[src/rtl/seg_pkg.sv]
// seg_pkg: glyph codes, active-low segment patterns and FSM states for seg_frame_capture
package seg_pkg;
    localparam int CODE_W = 5;
    typedef logic [CODE_W-1:0] code_t;
    typedef enum logic {IDLE, PEND} state_t;
    localparam code_t CODE_0 = 5'd0;
    localparam code_t CODE_1 = 5'd1;
    localparam code_t CODE_2 = 5'd2;
    localparam code_t CODE_3 = 5'd3;
    localparam code_t CODE_4 = 5'd4;
    localparam code_t CODE_5 = 5'd5;
    localparam code_t CODE_6 = 5'd6;
    localparam code_t CODE_7 = 5'd7;
    localparam code_t CODE_8 = 5'd8;
    localparam code_t CODE_9 = 5'd9;
    localparam code_t CODE_E = 5'd10;
    localparam code_t CODE_A = 5'd11;
    localparam code_t CODE_Y = 5'd12;
    localparam code_t CODE_H = 5'd13;
    localparam code_t CODE_R = 5'd14;
    localparam code_t CODE_D = 5'd15;
    localparam code_t CODE_L = 5'd16;
    localparam code_t CODE_BLANK = 5'd30;
    localparam code_t CODE_INVALID = 5'd31;
    // segment order {g,f,e,d,c,b,a}, low = lit
    localparam logic [6:0] G_0 = 7'b1000000;
    localparam logic [6:0] G_1 = 7'b1111001;
    localparam logic [6:0] G_2 = 7'b0100100;
    localparam logic [6:0] G_3 = 7'b0110000;
    localparam logic [6:0] G_4 = 7'b0011001;
    localparam logic [6:0] G_5 = 7'b0010010;
    localparam logic [6:0] G_6 = 7'b0000010;
    localparam logic [6:0] G_7 = 7'b1111000;
    localparam logic [6:0] G_8 = 7'b0000000;
    localparam logic [6:0] G_9 = 7'b0010000;
    localparam logic [6:0] G_E = 7'b0000110;
    localparam logic [6:0] G_A = 7'b0001000;
    localparam logic [6:0] G_Y = 7'b0010001;
    localparam logic [6:0] G_H = 7'b0001001;
    localparam logic [6:0] G_R = 7'b0101111;
    localparam logic [6:0] G_D = 7'b0100001;
    localparam logic [6:0] G_L = 7'b1000111;
    localparam logic [6:0] G_BLANK = 7'b1111111;
endpackage

[src/rtl/seg_glyph_decode.sv]
// seg_glyph_decode: active-low segment pattern to glyph code; letters only with SEG_LETTER_DECODE_EN
module seg_glyph_decode
    import seg_pkg::*;
(
    input  logic [6:0] seg_n,
    output code_t      code,
    output logic       invalid
);
    // S shares the 5 pattern, so it always decodes as 5
    always_comb begin
        code = CODE_INVALID;
        case (seg_n)
            G_0: code = CODE_0;
            G_1: code = CODE_1;
            G_2: code = CODE_2;
            G_3: code = CODE_3;
            G_4: code = CODE_4;
            G_5: code = CODE_5;
            G_6: code = CODE_6;
            G_7: code = CODE_7;
            G_8: code = CODE_8;
            G_9: code = CODE_9;
            G_BLANK: code = CODE_BLANK;
`ifdef SEG_LETTER_DECODE_EN
            G_E: code = CODE_E;
            G_A: code = CODE_A;
            G_Y: code = CODE_Y;
            G_H: code = CODE_H;
            G_R: code = CODE_R;
            G_D: code = CODE_D;
            G_L: code = CODE_L;
`endif
            default: code = CODE_INVALID;
        endcase
    end
    assign invalid = code == CODE_INVALID;
endmodule

[src/rtl/seg_frame_capture.sv]
// seg_frame_capture: debounced 7-seg bus readback into glyph frames on valid/ready.
// Letter glyphs decode only when SEG_LETTER_DECODE_EN is defined.
module seg_frame_capture
    import seg_pkg::*;
#(
    parameter int NUM_DIGITS   = 4,
    parameter int STABLE_COUNT = 3
) (
    input  logic                         clk,
    input  logic                         reset,
    input  logic                         sample_en,
    input  logic [6:0]                   seg_n,
    input  logic [NUM_DIGITS-1:0]        dig_sel,
    output logic [CODE_W*NUM_DIGITS-1:0] frame_code,
    output logic                         frame_valid,
    input  logic                         frame_ready,
    output logic                         glyph_error,
    output logic                         overflow
);
    localparam logic [3:0] STABLE = 4'(STABLE_COUNT);
    code_t code;
    logic invalid, take, eligible, cand_new, load, accept, ovf_set, rep_valid;
    logic [NUM_DIGITS-1:0][CODE_W-1:0] last, reported;
    logic [NUM_DIGITS-1:0][3:0] cnt;
    state_t state, state_nx;
    seg_glyph_decode u_dec (.seg_n(seg_n), .code(code), .invalid(invalid));
    assign take = sample_en && dig_sel != '0 && (dig_sel & (dig_sel - 1'b1)) == '0;
    always_comb begin
        eligible = 1'b1;
        for (int i = 0; i < NUM_DIGITS; i++)
            eligible = eligible && cnt[i] == STABLE && last[i] != CODE_INVALID;
    end
    assign cand_new    = !rep_valid || last != reported;
    assign frame_valid = state == PEND;
    always_comb begin
        load     = state == IDLE && eligible && cand_new;
        accept   = state == PEND && frame_ready;
        ovf_set  = state == PEND && eligible && cand_new && last != frame_code;
        state_nx = state == IDLE ? (load ? PEND : IDLE) : (accept ? IDLE : PEND);
    end
    always_ff @(posedge clk) begin
        if (reset) begin
            state       <= IDLE;
            frame_code  <= '0;
            glyph_error <= 1'b0;
            overflow    <= 1'b0;
            rep_valid   <= 1'b0;
            reported    <= '0;
            cnt         <= '0;
            for (int i = 0; i < NUM_DIGITS; i++) last[i] <= CODE_BLANK;
        end else begin
            state       <= state_nx;
            glyph_error <= take && invalid;
            overflow    <= overflow || ovf_set;
            if (load) frame_code <= last;
            if (accept) begin
                reported  <= frame_code;
                rep_valid <= 1'b1;
            end
            for (int i = 0; i < NUM_DIGITS; i++)
                if (take && dig_sel[i]) begin
                    if (code == last[i]) begin
                        cnt[i] <= cnt[i] == STABLE ? cnt[i] : cnt[i] + 4'd1;
                    end else begin
                        last[i] <= code;
                        cnt[i]  <= 4'd1;
                    end
                end
        end
    end
endmodule

[config.mk]
export PLATFORM = sky130hd
export DESIGN_NAME = seg_frame_capture
export DESIGN_NICKNAME = d
export VERILOG_FILES = /design/src/rtl/seg_pkg.sv /design/src/rtl/seg_glyph_decode.sv /design/src/rtl/seg_frame_capture.sv
export SDC_FILE = /design/constraint.sdc
export NUM_CORES = 1
export LEC_CHECK = 0
export CAP_MARGIN = 0
export CORE_MARGIN = 4
export CORE_UTILIZATION = 50
export DETAILED_ROUTE_END_ITERATION = 8
export PLACE_DENSITY = 0.7
export SLEW_MARGIN = 25
export SYNTH_ARGS = -nofsm -noshare
export SYNTH_HDL_FRONTEND = slang
export SYNTH_SLANG_ARGS = --single-unit
[constraint.sdc]
create_clock -name clk -period 8.72 [get_ports clk]
set_input_delay 2.616 -clock clk [delete_from_list [all_inputs] [get_ports clk]]
set_output_delay 2.616 -clock clk [all_outputs]
set_load 0.05 [all_outputs]
Yosys cells after proc, flatten, opt, wreduce, memory -nomap -nowiden
Cells that the tools add are included.

Bits in registers: 80. Word-level logic and storage cells: 103. Output and inout bits: 23.

$add $sub $neg: 5. Reduce and logical (&&, ||, !) cells: 34. Eq/ne operators: 29. Bitwise gates (word level): 6. Muxes and demuxes: 12.

Operators with widths (count): 5-bit one-hot mux with 11 select lines (1); 20-bit != test (2); 4-bit two-way mux (8); 7-bit == test (second input constant) (4); 7-bit by 5-bit == test with 1-bit output (second input constant) (3); 5-bit == test (4); 1-bit logical AND (20); 5-bit != test (second input constant) (4); 4-bit by 1-bit adder with 4-bit output (second input constant) (4); 4-bit by 2-bit == test with 1-bit output (second input constant) (4); 2-bit AND reduction (8); 7-bit by 6-bit == test with 1-bit output (second input constant) (2); 2-bit != test (second input constant) (4); 7-bit by 2-bit == test with 1-bit output (second input constant) (1); 7-bit logical NOT (1); 5-bit == test (second input constant) (1); 1-bit inverter (5); 4-bit bitwise AND (1); 4-bit logical NOT (1); 4-bit nonzero test (1); 4-bit by 1-bit subtractor with 4-bit output (second input constant) (1); 1-bit two-way mux (3); 1-bit logical OR (2); 1-bit logical NOT (1).

Depth between registers and ports, before layout
Depth after elaboration: 12. Mapped depth: 11. Gate-level depth less buffers: 8.

Hierarchy
Synthesis repeated with hierarchy kept, for this count alone.

Cells, all modules: 518. Area total of the unflattened synthesis: 4360.4 µm².

Modules (own cells, without submodules): seg_frame_capture (cells an instance 478, area each 4052.6 µm², times used 1); seg_glyph_decode (cells an instance 40, area each 307.8 µm², times used 1).

Worst setup path after synthesis
OpenSTA, ideal clock, no wires.

Kind: input port to flip-flop. Start: input seg_n[0]. End: register last[18] in the netlist's numbering. Path slack: 3.366 ns. Stages: 9. Library setup time: 0.072 ns. Data arrival time: 5.282 ns. Data required time: 8.648 ns. Cells stage by stage: buf_2 or4_4 or4b_4 a21boi_4 a2111oi_4 xnor2_1 nor4b_4 or2_1 mux2i_1.

Word-level cells in the longest chain between the ends: 5.

Ends and longest elaborated chain: from (decl) (line seg_frame_capture.sv:12) `input logic [6:0] seg_n,`; 7-bit == test (tied with other cells) (line seg_glyph_decode.sv:12) `case (seg_n)`; 5-bit one-hot mux with 11 select lines * (line seg_glyph_decode.sv:12); 5-bit == test (line seg_frame_capture.sv:62) `if (code == last[i]) begin`; 1-bit inverter (no source line); 2-bit AND reduction (no source line); to (signal, indexed assignment) (line seg_frame_capture.sv:65) `last[i] <= code;`; to (decl) (line seg_frame_capture.sv:23) `logic [NUM_DIGITS-1:0][CODE_W-1:0] last, reported;`.

Every way passes the cells marked *; elsewhere a longest branch is shown, timed or not. A chain may end at the register's enable or synchronous reset.

Final worst setup path
Start: input seg_n[1]. End: register last[18] in the netlist's numbering.

The elaborated chain is that of the path after synthesis.

==> flow_summary.ini <==
[cts]
cts_num_sinks = 80
worstSkewPairLatency_ps = 370
cts_tree = built
cts_hold_buffers = 0
htreeDepth = 3
clkSlewWorstSetupHoldPaths_ps = 90
post_cts_resize_count = 0
numCtsBuffers = 9
clockBufferDepth = 2
clock-root-buffer = clkbuf_8
post_cts_buffers = 0

[power_and_ir_drop]
ir_worst_vdd_mv = 0.0852
pwr_density_cell_nw_per_um2 = 142
p_leak_nw = 1.78

[layout]
diodes = 0
drive_above_1_share_pct = 6.30
syn_to_final_growth_pct = 12.0
final_area_sq_um = 5160
fin_nets = 601

[place]
hpwl_microns = 8410
dpl_cell_area_sq_um = 4950
pre_cts_slack_ps = 2630
port_buffers = 37
gp_congestion = 0.935

[synthesis]
seq_area_frac_synth_pct = 34.8
synth.largest_area_cell = dfxtp_1
synth_top_family_by_area = simple AND/OR/NAND/NOR gates
yosys.area_share.simple_pct = 28.0
synth_commonest_cells = dfxtp_1, nand2_1, nor2_1, clkbuf_1, a21oi_1
synth_compound_area_share_pct = 17.5
synth_edf_count = 0
yosys_warnings = 0
synth_cell_types = 59
ys_top_cells_by_area = dfxtp_1, nand2_1, mux2i_1
syn_area_per_cell_sq_um = 7.97
synth.top_cell.area_share_pct = 34.8
netlist_area_sq_um = 4610
synthMostInstantiatedCell = dfxtp_1
synth_mux_area_share_pct = 5.87
synth-adder-area-share_pct = 1.09
synth_xor_area_share_pct = 8.37
syn_nets = 597
yosys_most_used_dff = dfxtp_1
ys_async_sr_fraction_pct = 0
synth-seq-cells = 80
syn_inst = 578

[floorplan]
row_count = 34
die_h_microns = 104
dieArea_sq_um = 10800
die_w_microns = 104
initial_utilization_pct = 52.1
core-area_sq_um = 8850
num_io_pins = 38

[timing]
holdWs_ps = 474
tightest_slew_ps = 917
maxSlewHeadroom_pct = 38.9
max_freq_mhz = 174
rsz0062_at_grt = false
fin_ws_ps = 2960
setup-tns-final_ps = 0
period_share_pct = 66.1
period_minus_slack_ps = 5760
final-setup-viol-count = 0
finalHoldViolations = 0
clock_skew_ps = 17.1
final_max_slew_viol_count = 0

[setup_path]
arrival_ps = 6050
setup.worst_path.class = in2reg
cp-start-kind = input port
crit_required_ps = 9010
cp-end-kind = flip-flop
r2r-end = frame_code[11]
rr_worst_depth = 7
r2r_setup_slack_ps = 5640
r2r-start = cnt[13]
critPathMaxFanout = 10

[worst_hold_path]
min_from = reported[8]
min_delay_path_depth = 2
min_to = reported[8]
hold_path_class = reg2reg

[routing]
drc_errors = 0
viasPerCell = 5.96
dr.pass1.iters = 5
postRouteAntennaNets = 0
vias = 4143
drt-initial-drc-count = 263
wl_per_cell_microns = 17.0
wirelength_microns = 11800

[grt]
antenna_found_initial = 0
grt_pass1_wl_microns = 19700
gr-usage-all-layers_pct = 22.2
grt_pass1_vias = 3802
grt_max_degree = 92
overflow = 0

[outcome]
outcome = complete, no violations

[flow_run]
drv_cap = 0
-- how the worst max path moves through the flow --
| stage | from | to | slack [ps] | cells after the start |
|---|---|---|---|---|
| finish | seg_n[1] | last[18] | 2960 | 9 |
| global route | seg_n[1] | last[18] | 2760 | 9 |
| CTS | seg_n[1] | last[18] | 2970 | 9 |
| detailed placement | seg_n[1] | last[18] | 2630 | 9 |
| global placement | seg_n[1] | cnt[12] | 2730 | 9 |
| floorplan | seg_n[0] | last[18] | 3370 | 9 |
-- registers in the layout, indices dropped and copies added, names as in the netlist --
name         cells
cnt             16
frame_code      20
frame_valid      1
glyph_error      1
last            20
overflow         1
rep_valid        1
reported        20
-- layout by cell type, fill, tap and decap left out, types with 5 or more instances in the layout --
master           netlist  routed
dfxtp_1               80      80
a21o_1                 5       5
xor2_1                17      17
and2_1                 5       5
or3_1                  5       5
mux2i_1               27      27
nor3b_1               12      12
o21ai_0               17      17
nand4_1               10      10
nand2_1               77      77
nor2_1                60      60
nand3_1               20      20
nor2b_1                6       6
o211ai_1               5       5
nand3b_1               7       7
a31oi_1                8       8
o21ai_1                6       6
clkdlybuf4s50_1        0      36
clkbuf_8               0      10
nor3_1                15      15
nor4_1                 7       6
a21oi_1               35      35
xnor2_1               27      27
a211o_1               10      10
-- area by class of cell --
cell class / count / area, sq um
Sequential cell: 80 / 1600
Tap cell: 108 / 135
Multi-Input combinational cell: 447 / 2810
Clock inverter: 6 / 73.8
Fill cell: 835 / 3690
Inverter: 4 / 15.0
Clock buffer: 10 / 138
Timing Repair Buffer: 40 / 388
-- cell families after synthesis --
group	Yosys count
buf+inv	51
xor+xnor	44
compound gates	119
mux	27
fa+ha+maj	4
flops	80
simple gates	253
-- power breakdown --
part	leakage (nW)	internal, W	switching (W)
registers	0.646	0.000369	0.00000924
logic	1.03	0.0000258	0.0000362
clock network	0.108	0.000144	0.000151
total	1.78	0.000539	0.000196
-- metal layers --
metal	routed length (microns)	share of wire (%)	vias up	GRT usage, %
li1	-	-	2045	-
met1	5840	49	2003	30.8
met2	5350	45	79	34.7
met3	458	3.9	16	4.03
met4	189	1.6	0	7.41
met5	0	0	-	0
-- stage by stage --
| stage | power, W | util [%] | instances |
|---|---|---|---|
| after floorplan | 0.000429 | - | 578 |
| after global placement | 0.000447 | 55.9 | 679 |
| after detailed placement | 0.000448 | 55.9 | 679 |
| after CTS | 0.000741 | 58.3 | 695 |
| after global routing | 0.000764 | 58.3 | 695 |
| final | 0.000735 | 58.3 | 695 |
-- worst max-delay path: stages --
cell and delay (ps):
clkdlybuf4s50_1 540, or4_4 610, or4b_4 540, a21boi_4 180, a2111oi_4 460, xnor2_1 180
nor4b_4 510, or2_1 210, mux2i_1 200
No activity file was read; power rests on OpenSTA's default activity.
